`config.mk`:
```
export PLATFORM = sky130hd
export DESIGN_NAME = cart_bus_arbiter_flat
export DESIGN_NICKNAME = d
export VERILOG_FILES = /design/src/rtl/cart_bus_if.sv /design/src/rtl/cart_bus_arbiter.sv /design/src/flat_wrapper.sv
export SDC_FILE = /design/constraint.sdc
export NUM_CORES = 1
export LEC_CHECK = 0
export ABC_AREA = 1
export BUFFER_PORTS_ARGS = -buffer_cell sky130_fd_sc_hd__buf_2
export CAP_MARGIN = 20
export CORE_ASPECT_RATIO = 0.6
export CORE_MARGIN = 2
export CORE_UTILIZATION = 50
export CTS_CLUSTER_SIZE = 20
export DETAILED_ROUTE_END_ITERATION = 7
export PLACE_DENSITY_LB_ADDON = 0.3
export REMOVE_ABC_BUFFERS = 1
export SYNTH_ARGS = -nofsm -noshare
export SYNTH_HDL_FRONTEND = slang
export SYNTH_SLANG_ARGS = --single-unit
```
`constraint.sdc`:
```
create_clock -name clk -period 3.8 [get_ports clk]
set_input_delay 0 -clock clk [delete_from_list [all_inputs] [get_ports clk]]
set_output_delay 0 -clock clk [all_outputs]
set_load 0.1 [all_outputs]
```
`src/rtl/cart_bus_if.sv`:
```
// Signal bundle between the cartridge bus arbiter, its two requesters and the cartridge pins.
// Handshakes: gb_req is a level held until the one-cycle gb_ack; a host transfer is accepted in
// the cycle where host_valid && host_ready, and completes with a one-cycle host_done pulse.
interface cart_bus_if;
  logic        gb_req;
  logic        gb_write;
  logic [15:0] gb_addr;
  logic [7:0]  gb_wdata;
  logic        gb_cs;
  logic        gb_ack;
  logic [7:0]  gb_rdata;

  logic        host_valid;
  logic        host_ready;
  logic        host_write;
  logic [15:0] host_addr;
  logic [7:0]  host_wdata;
  logic        host_cs;
  logic        host_done;
  logic [7:0]  host_rdata;

  logic [15:0] cart_A;
  logic [7:0]  cart_D_out;
  logic        cart_D_oe;
  logic [7:0]  cart_D_in;
  logic        cart_nRD;
  logic        cart_nWR;
  logic        cart_nCS;
  logic        busy;
  logic [1:0]  dbg_state;

  modport slave (
    input  gb_req, gb_write, gb_addr, gb_wdata, gb_cs,
    input  host_valid, host_write, host_addr, host_wdata, host_cs,
    input  cart_D_in,
    output gb_ack, gb_rdata, host_ready, host_done, host_rdata,
    output cart_A, cart_D_out, cart_D_oe, cart_nRD, cart_nWR, cart_nCS, busy, dbg_state
  );

  modport master (
    output gb_req, gb_write, gb_addr, gb_wdata, gb_cs,
    output host_valid, host_write, host_addr, host_wdata, host_cs,
    output cart_D_in,
    input  gb_ack, gb_rdata, host_ready, host_done, host_rdata,
    input  cart_A, cart_D_out, cart_D_oe, cart_nRD, cart_nWR, cart_nCS, busy, dbg_state
  );
endinterface

```
`src/rtl/cart_bus_arbiter.sv`:
```
// Game Boy cartridge bus sequencer shared between the core (priority) and the host port,
// with a fixed SETUP/STROBE/HOLD access shape and a streak counter bounding host starvation.
module cart_bus_arbiter #(
  parameter int SETUP_CYCLES  = 2,
  parameter int STROBE_CYCLES = 4,
  parameter int HOLD_CYCLES   = 1,
  parameter int HOST_MAX_WAIT = 8
) (
  input logic     clk,
  input logic     reset_n,
  cart_bus_if.slave bus
);
  localparam int MAXC = (SETUP_CYCLES > STROBE_CYCLES)
                      ? ((SETUP_CYCLES > HOLD_CYCLES) ? SETUP_CYCLES : HOLD_CYCLES)
                      : ((STROBE_CYCLES > HOLD_CYCLES) ? STROBE_CYCLES : HOLD_CYCLES);
  localparam int CW = (MAXC > 1) ? $clog2(MAXC) : 1;
  localparam int SW = $clog2(HOST_MAX_WAIT + 1);
  localparam logic [CW-1:0] SETUP_LD  = CW'(SETUP_CYCLES - 1);
  localparam logic [CW-1:0] STROBE_LD = CW'(STROBE_CYCLES - 1);
  localparam logic [CW-1:0] HOLD_LD   = CW'(HOLD_CYCLES - 1);
  localparam logic [SW-1:0] STREAK_MAX = SW'(HOST_MAX_WAIT);

  typedef enum logic [1:0] {IDLE = 2'd0, SETUP = 2'd1, STROBE = 2'd2, HOLD = 2'd3} state_e;

  state_e        state_q, state_d;
  logic [CW-1:0] cnt_q, cnt_d;
  logic [SW-1:0] streak_q, streak_d;
  logic          owner_q, owner_d;  // 0 = Game Boy, 1 = host
  logic          wr_q, wr_d;
  logic [15:0]   addr_q, addr_d;
  logic [7:0]    wdata_q, wdata_d;
  logic          cs_q, cs_d;
  logic [7:0]    rd_buf_q, rd_buf_d;

  logic          gb_ack_q, gb_ack_d;
  logic          host_done_q, host_done_d;
  logic [7:0]    gb_rdata_q, gb_rdata_d;
  logic [7:0]    host_rdata_q, host_rdata_d;
  logic [15:0]   cart_A_q, cart_A_d;
  logic [7:0]    cart_D_out_q, cart_D_out_d;
  logic          cart_D_oe_q, cart_D_oe_d;
  logic          cart_nRD_q, cart_nRD_d;
  logic          cart_nWR_q, cart_nWR_d;
  logic          cart_nCS_q, cart_nCS_d;
  logic          busy_q, busy_d;

  logic can_grant, host_win, gb_grant, host_grant, done, in_acc;

  // No grant in the ack/done cycle, so the bus always idles one cycle between accesses.
  assign can_grant  = (state_q == IDLE) && !gb_ack_q && !host_done_q;
  assign host_win   = bus.host_valid && (!bus.gb_req || (streak_q == STREAK_MAX));
  assign host_grant = can_grant && host_win;
  assign gb_grant   = can_grant && bus.gb_req && !host_win;
  assign done       = (state_q == HOLD) && (cnt_q == '0);

  always_comb begin
    state_d = state_q;
    cnt_d   = cnt_q;
    owner_d = owner_q;
    wr_d    = wr_q;
    addr_d  = addr_q;
    wdata_d = wdata_q;
    cs_d    = cs_q;
    case (state_q)
      IDLE: begin
        if (gb_grant) begin
          state_d = SETUP;  cnt_d = SETUP_LD;  owner_d = 1'b0;
          wr_d = bus.gb_write;  addr_d = bus.gb_addr;  wdata_d = bus.gb_wdata;  cs_d = bus.gb_cs;
        end else if (host_grant) begin
          state_d = SETUP;  cnt_d = SETUP_LD;  owner_d = 1'b1;
          wr_d = bus.host_write;  addr_d = bus.host_addr;  wdata_d = bus.host_wdata;  cs_d = bus.host_cs;
        end
      end
      SETUP: begin
        if (cnt_q == '0) begin state_d = STROBE; cnt_d = STROBE_LD; end
        else cnt_d = cnt_q - CW'(1);
      end
      STROBE: begin
        if (cnt_q == '0) begin state_d = HOLD; cnt_d = HOLD_LD; end
        else cnt_d = cnt_q - CW'(1);
      end
      HOLD: begin
        if (cnt_q == '0) state_d = IDLE;
        else cnt_d = cnt_q - CW'(1);
      end
      default: state_d = IDLE;
    endcase
  end

  always_comb begin
    streak_d = streak_q;
    if (!bus.host_valid || host_grant) streak_d = '0;
    else if (gb_grant && (streak_q != STREAK_MAX)) streak_d = streak_q + SW'(1);

    rd_buf_d     = ((state_q == STROBE) && (cnt_q == '0) && !wr_q) ? bus.cart_D_in : rd_buf_q;
    gb_ack_d     = done && !owner_q;
    host_done_d  = done && owner_q;
    gb_rdata_d   = (done && !owner_q && !wr_q) ? rd_buf_q : gb_rdata_q;
    host_rdata_d = (done && owner_q && !wr_q) ? rd_buf_q : host_rdata_q;

    // Pins are registered from the next state so they change exactly on phase boundaries.
    in_acc       = (state_d != IDLE);
    cart_A_d     = in_acc ? addr_d : cart_A_q;
    cart_D_out_d = in_acc ? wdata_d : cart_D_out_q;
    cart_D_oe_d  = in_acc && wr_d;
    cart_nCS_d   = in_acc ? cs_d : 1'b1;  // cs = 1 selects ROM, which keeps nCS high
    cart_nRD_d   = !(((state_d == SETUP) || (state_d == STROBE)) && !wr_d);
    cart_nWR_d   = !((state_d == STROBE) && wr_d);
    busy_d       = in_acc;
  end

  always_ff @(posedge clk or negedge reset_n) begin
    if (!reset_n) begin
      state_q      <= IDLE;
      cnt_q        <= '0;
      streak_q     <= '0;
      owner_q      <= 1'b0;
      wr_q         <= 1'b0;
      addr_q       <= '0;
      wdata_q      <= '0;
      cs_q         <= 1'b0;
      rd_buf_q     <= '0;
      gb_ack_q     <= 1'b0;
      host_done_q  <= 1'b0;
      gb_rdata_q   <= '0;
      host_rdata_q <= '0;
      cart_A_q     <= '0;
      cart_D_out_q <= '0;
      cart_D_oe_q  <= 1'b0;
      cart_nRD_q   <= 1'b1;
      cart_nWR_q   <= 1'b1;
      cart_nCS_q   <= 1'b1;
      busy_q       <= 1'b0;
    end else begin
      state_q      <= state_d;
      cnt_q        <= cnt_d;
      streak_q     <= streak_d;
      owner_q      <= owner_d;
      wr_q         <= wr_d;
      addr_q       <= addr_d;
      wdata_q      <= wdata_d;
      cs_q         <= cs_d;
      rd_buf_q     <= rd_buf_d;
      gb_ack_q     <= gb_ack_d;
      host_done_q  <= host_done_d;
      gb_rdata_q   <= gb_rdata_d;
      host_rdata_q <= host_rdata_d;
      cart_A_q     <= cart_A_d;
      cart_D_out_q <= cart_D_out_d;
      cart_D_oe_q  <= cart_D_oe_d;
      cart_nRD_q   <= cart_nRD_d;
      cart_nWR_q   <= cart_nWR_d;
      cart_nCS_q   <= cart_nCS_d;
      busy_q       <= busy_d;
    end
  end

  // host_ready is the grant itself, so it must be combinational to pulse in the grant cycle.
  assign bus.host_ready = host_grant && reset_n;
  assign bus.gb_ack     = gb_ack_q;
  assign bus.host_done  = host_done_q;
  assign bus.gb_rdata   = gb_rdata_q;
  assign bus.host_rdata = host_rdata_q;
  assign bus.cart_A     = cart_A_q;
  assign bus.cart_D_out = cart_D_out_q;
  assign bus.cart_D_oe  = cart_D_oe_q;
  assign bus.cart_nRD   = cart_nRD_q;
  assign bus.cart_nWR   = cart_nWR_q;
  assign bus.cart_nCS   = cart_nCS_q;
  assign bus.busy       = busy_q;
  assign bus.dbg_state  = state_q;
endmodule

```
`src/flat_wrapper.sv`:
```
// flat-port wrapper written by rule: the top's interface ports become plain ports
module cart_bus_arbiter_flat 
#(
  parameter int SETUP_CYCLES  = 2,
  parameter int STROBE_CYCLES = 4,
  parameter int HOLD_CYCLES   = 1,
  parameter int HOST_MAX_WAIT = 8
)
  (clk, reset_n, bus_gb_req, bus_gb_write, bus_gb_addr, bus_gb_wdata, bus_gb_cs, bus_host_valid, bus_host_write, bus_host_addr, bus_host_wdata, bus_host_cs, bus_cart_D_in, bus_gb_ack, bus_gb_rdata, bus_host_ready, bus_host_done, bus_host_rdata, bus_cart_A, bus_cart_D_out, bus_cart_D_oe, bus_cart_nRD, bus_cart_nWR, bus_cart_nCS, bus_busy, bus_dbg_state);
  cart_bus_if bus_i ();
  input logic clk;
  input logic reset_n;
  input wire logic [$bits(bus_i.gb_req)-1:0] bus_gb_req;
  input wire logic [$bits(bus_i.gb_write)-1:0] bus_gb_write;
  input wire logic [$bits(bus_i.gb_addr)-1:0] bus_gb_addr;
  input wire logic [$bits(bus_i.gb_wdata)-1:0] bus_gb_wdata;
  input wire logic [$bits(bus_i.gb_cs)-1:0] bus_gb_cs;
  input wire logic [$bits(bus_i.host_valid)-1:0] bus_host_valid;
  input wire logic [$bits(bus_i.host_write)-1:0] bus_host_write;
  input wire logic [$bits(bus_i.host_addr)-1:0] bus_host_addr;
  input wire logic [$bits(bus_i.host_wdata)-1:0] bus_host_wdata;
  input wire logic [$bits(bus_i.host_cs)-1:0] bus_host_cs;
  input wire logic [$bits(bus_i.cart_D_in)-1:0] bus_cart_D_in;
  output wire logic [$bits(bus_i.gb_ack)-1:0] bus_gb_ack;
  output wire logic [$bits(bus_i.gb_rdata)-1:0] bus_gb_rdata;
  output wire logic [$bits(bus_i.host_ready)-1:0] bus_host_ready;
  output wire logic [$bits(bus_i.host_done)-1:0] bus_host_done;
  output wire logic [$bits(bus_i.host_rdata)-1:0] bus_host_rdata;
  output wire logic [$bits(bus_i.cart_A)-1:0] bus_cart_A;
  output wire logic [$bits(bus_i.cart_D_out)-1:0] bus_cart_D_out;
  output wire logic [$bits(bus_i.cart_D_oe)-1:0] bus_cart_D_oe;
  output wire logic [$bits(bus_i.cart_nRD)-1:0] bus_cart_nRD;
  output wire logic [$bits(bus_i.cart_nWR)-1:0] bus_cart_nWR;
  output wire logic [$bits(bus_i.cart_nCS)-1:0] bus_cart_nCS;
  output wire logic [$bits(bus_i.busy)-1:0] bus_busy;
  output wire logic [$bits(bus_i.dbg_state)-1:0] bus_dbg_state;
  assign bus_i.gb_req = bus_gb_req;
  assign bus_i.gb_write = bus_gb_write;
  assign bus_i.gb_addr = bus_gb_addr;
  assign bus_i.gb_wdata = bus_gb_wdata;
  assign bus_i.gb_cs = bus_gb_cs;
  assign bus_i.host_valid = bus_host_valid;
  assign bus_i.host_write = bus_host_write;
  assign bus_i.host_addr = bus_host_addr;
  assign bus_i.host_wdata = bus_host_wdata;
  assign bus_i.host_cs = bus_host_cs;
  assign bus_i.cart_D_in = bus_cart_D_in;
  assign bus_gb_ack = bus_i.gb_ack;
  assign bus_gb_rdata = bus_i.gb_rdata;
  assign bus_host_ready = bus_i.host_ready;
  assign bus_host_done = bus_i.host_done;
  assign bus_host_rdata = bus_i.host_rdata;
  assign bus_cart_A = bus_i.cart_A;
  assign bus_cart_D_out = bus_i.cart_D_out;
  assign bus_cart_D_oe = bus_i.cart_D_oe;
  assign bus_cart_nRD = bus_i.cart_nRD;
  assign bus_cart_nWR = bus_i.cart_nWR;
  assign bus_cart_nCS = bus_i.cart_nCS;
  assign bus_busy = bus_i.busy;
  assign bus_dbg_state = bus_i.dbg_state;
  cart_bus_arbiter #(.SETUP_CYCLES(SETUP_CYCLES), .STROBE_CYCLES(STROBE_CYCLES), .HOLD_CYCLES(HOLD_CYCLES), .HOST_MAX_WAIT(HOST_MAX_WAIT)) u_core (.clk(clk), .reset_n(reset_n), .bus(bus_i));
endmodule
```
==> impl_results.md <==
* Status: complete, no violations
* Post-Synth XOR/XNOR Area at 0.399%
* Synth top area share at 49.6%
* Drt drc at 0
* Clock Pin Slew Worst Setup and Hold Paths at 0.06 ns
* Final Instance Count excl. Fillers at 737
* Ys Warns at 0
* Skew final at 0.00465 ns
* Sequential share of the synthesized area at 51.4%
* Final setup vio count at 0
* Design area at 0.00540 mm^2
* Synth Flop Type: dfrtp_1
* Worst Hold Path EP: u_core.bus.cart_D_out[3]$_DFFE_PN0P_
* Worst setup path category: register to output port
* Diodes inserted at 0
* RSZ-0062 raised after global routing: no
* Post-Synth Adder-Cell Area at 2.00%
* Hold Buf Count CTS at 15
* Num CTS Buffers at 9
* Setup TNS at 0 ns
* Period utilization at 81.2%
* Most area-consuming cells after synthesis: dfrtp_1 (50%), nand2_1 (9.1%), inv_1 (8.9%)
* Worst Tran Pin Value at 0.826 ns
* IO buf count at 113
* Rows at 26
* Fraction of registers with async set/reset at 100%
* WL/cell at 14.7 um
* DP Area at 0.00495 mm^2
* Simple-gate share of the synthesized area at 29.4%
* Synth Area in Compound Gates at 3.93%
* Vias at 3,707
* Fmax at 0.324 GHz
* DR vias/cell at 5.03
* Arr. time, crit path at 3.08 ns
* Chip width at 125 um
* Synth area leader: dfrtp_1
* Syn Area/Cell at 8.80 um^2
* Clk sinks at 90
* Max Cap Viol at 0
* Starting Density at 51.5%
* Most frequent cells after synthesis: nand2_1 (106), inv_1 (104), dfrtp_1 (87)
* Largest net degree at the start of global routing at 49
* Worst setup margin at 0.716 ns
* Most frequent cell after synthesis: nand2_1
* Worst-Skew Late Latency at 0.34 ns
* DRT Pass-1 Iters at 4
* Number of enable flip-flop cells after synthesis at 0
* Worst path slowest cell: nand2_2
* Count of unique library cells instantiated by Yosys at 32
* Largest stage delay on the critical path at 0.57 ns
* R2R Path End: u_core.cs_q$_DFF_PN0_
* Die area at 0.00957 mm^2
* # Post-CTS Setup Buffers at 0
* Final Max Slew Viols at 0
* Crit-path max FO at 27
* # IOs at 114
* Largest family of logic cells by synthesized area: simple AND/OR/NAND/NOR gates
* R2r startpoint: u_core.streak_q[0]$_DFFE_PN0P_
* CTS root buf: clkbuf_16
* Worst Path Required at 3.80 ns
* DP Cell Count at 706
* Die Height at 76.6 um
* Mapped Cells at 499
* GRT Total Usage at 23.8%
* Crit path cell chain: inv_1 > ha_1 > nand3_1 > nand2_2 > nand2_2 > nor2_1 > inv_1 > nor2_1 > buf_2
* First-pass GRT wire length at 18,200 um
* Crit path launch type: register
* Path depth of the worst reg2reg path at 10
* Core area at 0.00852 mm^2
* Dpl hpwl at 7170 um
* Gpl congestion at 0.804
* Layout cell share with drive strength beyond 1 at 26.4%
* Post-layout min period at 3.08 ns
* Initial antenna violation count at 0
* Flop2flop setup slack at 0.79 ns
* Wirelength, routed at 10,900 um
* CTS H-tree depth at 3
* Worst hold path depth at 5
* Nature of the critical path endpoint: output port
* Pre-CTS setup slack at 1.08 ns
* Hold WC Path Type: primary input to register
* Grt ovf at 0
* CTS tree: built
* Syn-to-layout area delta at 23.0%
* Post-synthesis cell area at 0.00439 mm^2
* Final net count at 691
* Max Buffers Root-to-Sink at 2
* Post_cts resized at 0
* Vias in the first global route at 3,767
* Worst Min Path Start: bus_gb_wdata[3]
* Relative slew slack at 44.6%
* First-iteration detailed-routing DRC count at 268
* Post-route ant nets at 0
* Number of synthesized register bits at 90
* # fillers at 733
* Mux contribution to synthesized area at 0%
* Hold Vio Cnt, Final at 0
[area by class of cell]
type	count	area (um^2)	area share [%]
Sequential cell	90	2260	41.8
Clock inverter	2	35.0	0.649
Inverter	106	398	7.37
Multi-Input combinational cell	282	1570	29.0
Timing Repair Buffer	131	741	13.7
Clock buffer	14	264	4.89
Tap cell	112	140	2.59
[per-layer routing]
metal  track usage (%)  wire length [um]  vias up  share of wire (%)
met4              8.44               143        0                1.3
met5                 0                 0        -                  0
met1              33.2              5200     1748                 48
met2              36.3              4820      117                 44
li1                  -                 -     1827                  -
met3              6.18               695       15                6.4
[how the worst max path moves through the flow]
stage | startpoint | endpoint | slack (ns) | cells after the start
floorplan | u_core.bus.dbg_state[1]$_DFF_PN0_ | u_core.bus.cart_A[0]$_DFFE_PN0P_ | 0.52 | 8
finish | u_core.streak_q[0]$_DFFE_PN0P_ | bus_host_ready | 0.72 | 9
global placement | u_core.streak_q[0]$_DFFE_PN0P_ | bus_host_ready | 1.13 | 9
CTS | u_core.streak_q[0]$_DFFE_PN0P_ | bus_host_ready | 0.73 | 9
detailed placement | u_core.streak_q[0]$_DFFE_PN0P_ | bus_host_ready | 1.08 | 9
global route | u_core.streak_q[0]$_DFFE_PN0P_ | bus_host_ready | 0.45 | 9
[per-stage QoR]
step                utilization [%]  hold WS [ns]
floorplan                         -        -0.296
global placement               58.1        0.0504
detailed placement             58.1        0.0594
CTS                            63.4       0.00335
global route                   63.4        0.0250
finish                         63.4        0.0122
[cells in the final DEF (no fill, tap or decap), drive strengths merged, types with 3 or more instances in the layout]
| cell | count |
|---|---|
| a21oi | 10 |
| and3 | 24 |
| buf | 116 |
| clkbuf | 14 |
| dfrtp | 87 |
| dfstp | 3 |
| dlygate4sd3 | 15 |
| ha | 7 |
| inv | 105 |
| nand2 | 112 |
| nand3 | 31 |
| nand4 | 48 |
| nor2 | 23 |
| o21ai | 19 |
[state kept, by name, indices dropped and copies added, names as in the netlist, 2 cells and up]
register               count
u_core.addr_q             16
u_core.bus.cart_A         16
u_core.bus.cart_D_out      8
u_core.bus.dbg_state       2
u_core.bus.gb_rdata        8
u_core.bus.host_rdata      8
u_core.cnt_q               2
u_core.rd_buf_q            8
u_core.streak_q            4
u_core.wdata_q             8
[cell families (layout without fill, tap and decap cells)]
group                      Yosys count  count (layout)
AOI/OAI and AO/OA                   31              31
xor gates and xnor gates             2               2
adders and majority gates            7               7
buffers and inverters              127             253
DFF                                 90              90
and+or+nand+nor                    242             242
[critical path, delay by kind of cell, from the launching register on]
family / cells / cell delay [ns]
simple gates: 5 / 1.56
flops: 1 / 0.40
fa+ha+maj: 1 / 0.15
buf+inv: 3 / 0.63
Power is left out: the tool's default activity adds up to more than one toggle a clock period on the data nets, which glitch-free logic cannot reach.
